[config.mk]
export PLATFORM = sky130hd
export DESIGN_NAME = startup_seq_mon
export DESIGN_NICKNAME = d
export VERILOG_FILES = /design/src/rtl/startup_seq_mon.sv
export SDC_FILE = /design/constraint.sdc
export NUM_CORES = 1
export LEC_CHECK = 0
export BUFFER_PORTS_ARGS = -buffer_cell sky130_fd_sc_hd__buf_2
export CORE_ASPECT_RATIO = 2
export CORE_UTILIZATION = 55
export CTS_CLUSTER_DIAMETER = 60
export DETAILED_ROUTE_END_ITERATION = 12
export GPL_TIMING_DRIVEN = 0
export PLACE_DENSITY = 0.73
export SYNTH_ARGS = -nofsm -noshare
export SYNTH_HDL_FRONTEND = slang
export SYNTH_SLANG_ARGS = --single-unit
export TNS_END_PERCENT = 1
[constraint.sdc]
create_clock -name i_clk -period 6.08 [get_ports i_clk]
set_clock_uncertainty 0.15 [all_clocks]
set_input_delay 0.608 -clock i_clk [delete_from_list [all_inputs] [get_ports i_clk]]
set_output_delay 0.608 -clock i_clk [all_outputs]
set_load 0.02 [all_outputs]
[src/rtl/startup_seq_mon.sv]
// Startup sequencer and run-time temperature monitor.
// Receives a serial config frame, applies opamp gain, enables the ring
// oscillator, filters the temperature ADC to choose bias and core clock rate,
// releases resets, then keeps tracking temperature with hysteresis.
// Optional feature macro: STARTUP_SEQ_CFG_PARITY_EN (even parity bit appended
// to the config frame, sticky o_cfg_err on mismatch).
module startup_seq_mon #(
    parameter int unsigned ADC_W     = 4,
    parameter int unsigned GAIN_W    = 3,
    parameter int unsigned CFG_W     = 5,
    parameter int unsigned WAIT_CYC  = 5,
    parameter int unsigned FILT_LOG2 = 2,
    parameter int unsigned TH_HI     = 12,
    parameter int unsigned TH_LO     = 8,
    parameter int unsigned DIV       = 4
) (
    input  logic              i_clk,
    input  logic              i_resetbAll,
    input  logic              i_sclk,
    input  logic              i_sdin,
    input  logic [ADC_W-1:0]  i_ADCout,
    output logic              o_Ibias_2x,
    output logic              o_core_clk_en,
    output logic              o_ready,
    output logic              o_resetb_amp,
    output logic [GAIN_W-1:0] o_gain,
    output logic              o_enableRO,
    output logic              o_resetb_core,
    output logic              o_cfg_err
);

    localparam int unsigned N      = 1 << FILT_LOG2;
    localparam int unsigned SUM_W  = ADC_W + FILT_LOG2;
`ifdef STARTUP_SEQ_CFG_PARITY_EN
    localparam int unsigned FRAME_W = CFG_W + 1;
`else
    localparam int unsigned FRAME_W = CFG_W;
`endif
    localparam int unsigned BCNT_W = $clog2(FRAME_W + 1);
    localparam int unsigned WCNT_W = (WAIT_CYC > 1) ? $clog2(WAIT_CYC) : 1;
    localparam int unsigned FILL_W = $clog2(N + 1);
    localparam int unsigned DCNT_W = $clog2(DIV);
    localparam logic [ADC_W-1:0] TH_HI_V = ADC_W'(TH_HI);
    localparam logic [ADC_W-1:0] TH_LO_V = ADC_W'(TH_LO);

    typedef enum logic [3:0] {
        StReset, StWaitSer, StSetGain, StEnRo, StWait1,
        StFilter, StSetRes, StWait2, StReady
    } state_t;

    state_t              r_state, w_state_nxt;
    logic                r_sclk_s1, r_sclk_s2, r_sclk_s3;
    logic                r_sdin_s1, r_sdin_s2;
    logic [FRAME_W-1:0]  r_cfg;
    logic [BCNT_W-1:0]   r_bit_cnt;
    logic [WCNT_W-1:0]   r_wait_cnt;
    logic [ADC_W-1:0]    r_dly [N];
    logic [SUM_W-1:0]    r_sum;
    logic [FILL_W-1:0]   r_fill_cnt;
    logic [ADC_W-1:0]    r_avg;
    logic                r_avg_valid;
    logic                r_mode_set, r_slow;
    logic                w_mode_set_nxt, w_slow_nxt, w_mode_chg;
    logic [DCNT_W-1:0]   r_div_cnt;
    logic [GAIN_W-1:0]   r_gain;
    logic                r_enable_ro, r_resetb_amp, r_resetb_core, r_ready;
    logic                w_sclk_rise, w_frame_done, w_par_ok, w_wait_done;
    logic                w_unused_cfg;

    assign w_sclk_rise  = r_sclk_s2 & ~r_sclk_s3;
    assign w_frame_done = (r_bit_cnt == BCNT_W'(FRAME_W));
    assign w_wait_done  = (r_wait_cnt == WCNT_W'(WAIT_CYC - 1));
`ifdef STARTUP_SEQ_CFG_PARITY_EN
    assign w_par_ok     = ((^r_cfg[CFG_W-1:0]) == r_cfg[CFG_W]);
`else
    assign w_par_ok     = 1'b1;
`endif
    // Upper config bits beyond the gain field are reserved.
    assign w_unused_cfg = ^r_cfg;

    // State register.
    always_ff @(posedge i_clk) begin
        if (!i_resetbAll) r_state <= StReset;
        else              r_state <= w_state_nxt;
    end

    // Next-state logic.
    always_comb begin
        w_state_nxt = r_state;
        unique case (r_state)
            StReset:   w_state_nxt = StWaitSer;
            StWaitSer: if (w_frame_done && w_par_ok) w_state_nxt = StSetGain;
            StSetGain: w_state_nxt = StEnRo;
            StEnRo:    w_state_nxt = StWait1;
            StWait1:   if (w_wait_done) w_state_nxt = StFilter;
            StFilter:  if (r_avg_valid) w_state_nxt = StSetRes;
            StSetRes:  w_state_nxt = StWait2;
            StWait2:   if (w_wait_done) w_state_nxt = StReady;
            StReady:   w_state_nxt = StReady;
            default:   w_state_nxt = StReset;
        endcase
    end

    // Synchronisers and serial shift-in; bits enter at the MSB so the first
    // received bit lands in cfg[0] once the frame is complete.
    always_ff @(posedge i_clk) begin
        if (!i_resetbAll) begin
            r_sclk_s1 <= 1'b0;
            r_sclk_s2 <= 1'b0;
            r_sclk_s3 <= 1'b0;
            r_sdin_s1 <= 1'b0;
            r_sdin_s2 <= 1'b0;
            r_cfg     <= '0;
            r_bit_cnt <= '0;
        end else begin
            r_sclk_s1 <= i_sclk;
            r_sclk_s2 <= r_sclk_s1;
            r_sclk_s3 <= r_sclk_s2;
            r_sdin_s1 <= i_sdin;
            r_sdin_s2 <= r_sdin_s1;
            if (r_state == StWaitSer) begin
                if (w_frame_done) begin
                    r_bit_cnt <= '0;
                end else if (w_sclk_rise) begin
                    r_cfg     <= {r_sdin_s2, r_cfg[FRAME_W-1:1]};
                    r_bit_cnt <= r_bit_cnt + 1'b1;
                end
            end
        end
    end

    // Dwell counter shared by both wait states.
    always_ff @(posedge i_clk) begin
        if (!i_resetbAll) begin
            r_wait_cnt <= '0;
        end else if ((r_state == StWait1) || (r_state == StWait2)) begin
            r_wait_cnt <= w_wait_done ? '0 : r_wait_cnt + 1'b1;
        end else begin
            r_wait_cnt <= '0;
        end
    end

    // Moving-average filter; sum of N samples always fits in SUM_W bits.
    always_ff @(posedge i_clk) begin
        if (!i_resetbAll) begin
            for (int i = 0; i < int'(N); i++) r_dly[i] <= '0;
            r_sum       <= '0;
            r_fill_cnt  <= '0;
            r_avg       <= '0;
            r_avg_valid <= 1'b0;
        end else begin
            r_dly[0] <= i_ADCout;
            for (int i = 1; i < int'(N); i++) r_dly[i] <= r_dly[i-1];
            r_sum <= r_sum + SUM_W'(i_ADCout) - SUM_W'(r_dly[N-1]);
            if (r_fill_cnt != FILL_W'(N)) r_fill_cnt <= r_fill_cnt + 1'b1;
            r_avg       <= ADC_W'(r_sum >> FILT_LOG2);
            r_avg_valid <= r_avg_valid | (r_fill_cnt == FILL_W'(N));
        end
    end

    // Mode selection: initial choice in FILTER, hysteresis tracking in READY.
    always_comb begin
        w_mode_set_nxt = r_mode_set;
        w_slow_nxt     = r_slow;
        if ((r_state == StFilter) && r_avg_valid) begin
            w_mode_set_nxt = 1'b1;
            w_slow_nxt     = (r_avg > TH_HI_V);
        end else if (r_state == StReady) begin
            if (r_avg > TH_HI_V)      w_slow_nxt = 1'b1;
            else if (r_avg < TH_LO_V) w_slow_nxt = 1'b0;
        end
        w_mode_chg = (w_slow_nxt != r_slow) | (w_mode_set_nxt & ~r_mode_set);
    end

    // Mode registers and core-enable divider, restarted on any mode change.
    always_ff @(posedge i_clk) begin
        if (!i_resetbAll) begin
            r_mode_set <= 1'b0;
            r_slow     <= 1'b0;
            r_div_cnt  <= '0;
        end else begin
            r_mode_set <= w_mode_set_nxt;
            r_slow     <= w_slow_nxt;
            if (w_mode_chg || (r_div_cnt == DCNT_W'(DIV - 1))) r_div_cnt <= '0;
            else                                               r_div_cnt <= r_div_cnt + 1'b1;
        end
    end

    // Sequenced outputs, each set on leaving its state and held afterwards.
    always_ff @(posedge i_clk) begin
        if (!i_resetbAll) begin
            r_gain        <= '0;
            r_enable_ro   <= 1'b0;
            r_resetb_amp  <= 1'b0;
            r_resetb_core <= 1'b0;
            r_ready       <= 1'b0;
        end else begin
            if (r_state == StSetGain) r_gain <= r_cfg[GAIN_W-1:0];
            if (r_state == StEnRo)    r_enable_ro <= 1'b1;
            if (r_state == StSetRes) begin
                r_resetb_amp  <= 1'b1;
                r_resetb_core <= 1'b1;
            end
            if (r_state == StReady)   r_ready <= 1'b1;
        end
    end

`ifdef STARTUP_SEQ_CFG_PARITY_EN
    logic r_cfg_err;

    // Sticky flag for a frame whose parity bit disagrees with its payload.
    always_ff @(posedge i_clk) begin
        if (!i_resetbAll) begin
            r_cfg_err <= 1'b0;
        end else if ((r_state == StWaitSer) && w_frame_done && !w_par_ok) begin
            r_cfg_err <= 1'b1;
        end
    end
    assign o_cfg_err = r_cfg_err;
`else
    assign o_cfg_err = 1'b0;
`endif

    assign o_gain        = r_gain;
    assign o_enableRO    = r_enable_ro;
    assign o_resetb_amp  = r_resetb_amp;
    assign o_resetb_core = r_resetb_core;
    assign o_ready       = r_ready;
    assign o_Ibias_2x    = r_mode_set & r_slow;
    assign o_core_clk_en = r_mode_set & (~r_slow | (r_div_cnt == DCNT_W'(DIV - 1)));

endmodule

==> flow_summary_export.csv <==
group,metric,value,unit
outcome,outcome,"completed",
synth,synth-seq-cells,60,
timing,slew_violations,0,
timing,rsz0062_at_grt,"no",
place,dpl_worst_slack,3437,ps
setup_path,path_max_fanout,2,
final_layout,fillers,395,
grt,grt_pass1_vias,1725,
floorplanning,core,0.004339,mm^2
place,place_area,0.002633,mm^2
final_layout,final_cell_mix,"60 x dfxtp_1, 30 x nor2_1, 27 x inv_1",
setup_path,cp-end-kind,"flop",
setup_path,critPathMaxStageDelay,530,ps
routing,drc,0,
place,gp_congestion,0.8153,
final_layout,nets,308,
power_and_ir_drop,p_total,0.001052,W
routing,vias_per_cell,5.093,
routing,vias,1747,
synth,syn_nets,282,
routing,ant_nets,0,
clock_tree,hold_buffers,0,
floorplanning,fp.dieArea,0.004816,mm^2
power_and_ir_drop,p_per_area,372.9,mW/mm^2
timing,finalSetupViolCount,0,
clock_tree,clk_pin_slew,60,ps
power_and_ir_drop,p_leak,1.239,nW
timing,hold_viol,0,
timing,setup_tns,0,ps
clock_tree,h-tree-depth,3,
synth,avgSynthCellArea,9.613,um^2
final_layout,drive_gt1_share,14.19,%
floorplanning,fp.dieH,97.15,um
clock_tree,cts.sinks,60,
setup_path,path_cells,"buf_2 -> inv_1 -> fa_1 -> inv_1 -> fa_1 -> a21o_1 -> a21oi_1 -> xor2_1 -> nor2_1",
floorplanning,start_util,57.38,%
floorplanning,row_count,34,
setup_path,start_kind,"input port",
clock_tree,root_buffer,"clkbuf_8",
synth,ys_seq_area_share,48.24,%
power_and_ir_drop,peakVddDrop,0.0002591,V
clock_tree,post_cts_resized,0,
floorplanning,die_x,49.58,um
synth,syn_inst,259,
routing,drt-total-wl,4244,um
floorplanning,io_pins,18,
place,portBuffers,15,
synth,synth_warnings,0,
clock_tree,clk_latency,330,ps
grt,grt_max_degree,11,
run,max-cap-violations,0,
synth,synth_edf_count,0,
setup_path,path_class,"in2reg",
grt,grt_pass1_wl,7251,um
final_layout,area_growth_syn_to_layout,13.27,%
setup_path,cp.arrival,2350,ps
grt,grt_overflow,0,
place,hpwl,3145,um
routing,first_pass_iters,4,
synth,async_flop_share,0,%
grt,antenna_found_initial,0,
timing,max_freq,436.6,MHz
clock_tree,cts_buffers,9,
synth,synth-main-ff-cell,"dfxtp_1",
routing,avgRoutedWirePerCell,12.37,um
synth,synth_cell_types,50,
timing,slew-limit-headroom,65.20,%
routing,drt_iter0_drc,21,
timing,period_minus_slack,2291,ps
clock_tree,cts_buffer_depth,2,
final_layout,layout_commonest_cell,"dfxtp_1",
clock_tree,cts_setup_buffers,0,
synth,synth_area,0.002490,mm^2
setup_path,cpMaxStageDelayCell,"fa_1",
final_layout,insertedDiodeCount,0,
min_path,min_path_type,"reg2reg",
setup_path,critPathRequiredTime,6140,ps
timing,worst_slack,3789,ps
final_layout,fin_area,0.002820,mm^2
timing,post-route-period-util,37.68,%
grt,grt_usage,20.60,%
timing,tightest_slew,522.1,ps
clock_tree,cts_tree,"yes",
[logic make-up after synthesis]
| kind of cell | synth area share, % |
|---|---|
| other cells | 0.1506 |
| buf+inv | 6.734 |
| fa+ha+maj | 8.744 |
| xor+xnor | 1.759 |
| compound gates | 9.447 |
| mux | 3.618 |
| flops | 48.24 |
| simple gates | 21.31 |
[sequential cells by signal, indices dropped and copies added, names as in the netlist, 2 cells and up]
signal,cells
o_gain,3
r_cfg,5
r_fill_cnt,3
r_state,4
r_div_cnt,2
r_wait_cnt,3
r_sum,6
r_bit_cnt,3
r_dly,16
r_avg,4
[through the flow]
step	utilization, %	hold slack (ps)	cells
floorplan	-	261.9	259
global placement	60.67	263.6	328
detailed placement	60.67	268.1	328
CTS	64.99	285.6	343
global route	64.99	298.0	343
finish	64.99	283.1	343
[metal layers]
| metal | track usage [%] | wire length, um | vias up | part of all wire, % |
|---|---|---|---|---|
| met5 | 0 | 0 | - | 0 |
| met4 | 13.41 | 156 | 0 | 3.7 |
| met3 | 7.199 | 129 | 12 | 3.0 |
| met2 | 36.07 | 2337 | 24 | 55 |
| met1 | 19.28 | 1620 | 812 | 38 |
| li1 | - | - | 899 | - |
[cell usage after synthesis, types with 2 or more instances]
master,instances,area [um^2]
mux2i_1,9,90.09
nand2b_1,2,12.51
a31oi_1,5,31.28
and2_1,22,137.6
nor2b_1,2,12.51
dfxtp_1,60,1201
buf_4,2,15.01
or3_1,2,12.51
nor2_1,30,112.6
o211ai_1,2,15.01
nand2_1,13,48.80
clkbuf_1,7,26.28
nand4b_1,2,17.52
ha_1,11,137.6
nor3_1,4,20.02
nor3_2,2,20.02
a211oi_1,2,15.01
nand3_2,2,20.02
a21oi_1,8,40.04
o21ai_0,5,25.02
buf_2,2,10.01
fa_1,4,80.08
xnor2_1,4,35.03
o21a_1,2,15.01
inv_1,27,101.4
nand3_1,4,20.02
[final timing paths]
kind                                   from           to  slack (ps)  cells after the start
worst max-delay path            i_ADCout[1]     r_sum[4]        3790                      9
worst min-delay path            r_dly[1][0]  r_dly[2][0]         280                      1
worst max register to register     r_sum[1]     r_sum[4]        3870                      8
worst min register to register  r_dly[1][0]  r_dly[2][0]         280                      1
[final cells by class]
cell class | count | area [um^2] | area share (%)
Tap cell | 54 | 67.56 | 2.396
Clock buffer | 14 | 182.7 | 6.477
Sequential cell | 60 | 1201 | 42.59
Timing Repair Buffer | 15 | 75.07 | 2.662
Clock inverter | 1 | 5.005 | 0.1775
Inverter | 27 | 101.3 | 3.594
Multi-Input combinational cell | 159 | 1121 | 39.75
Buffer | 13 | 66.31 | 2.351
[critical path: cells and delay by family]
family                   cells  cell delay [ps]
adder cells (fa/ha/maj)      2             1000
XOR/XNOR                     1              150
buffers and inverters        3              190
AND/OR/NAND/NOR              1               50
AO/OA/AOI/OAI                2              350
[report_power, final]
part	switching, W	total, W	leakage, nW	internal [W]
clock	0.000139	0.000329	0.0986	0.000190
combinational	0.000149	0.000264	0.650	0.000115
sequential	0.0000238	0.000458	0.491	0.000435
No activity file was read; power rests on OpenSTA's default activity.
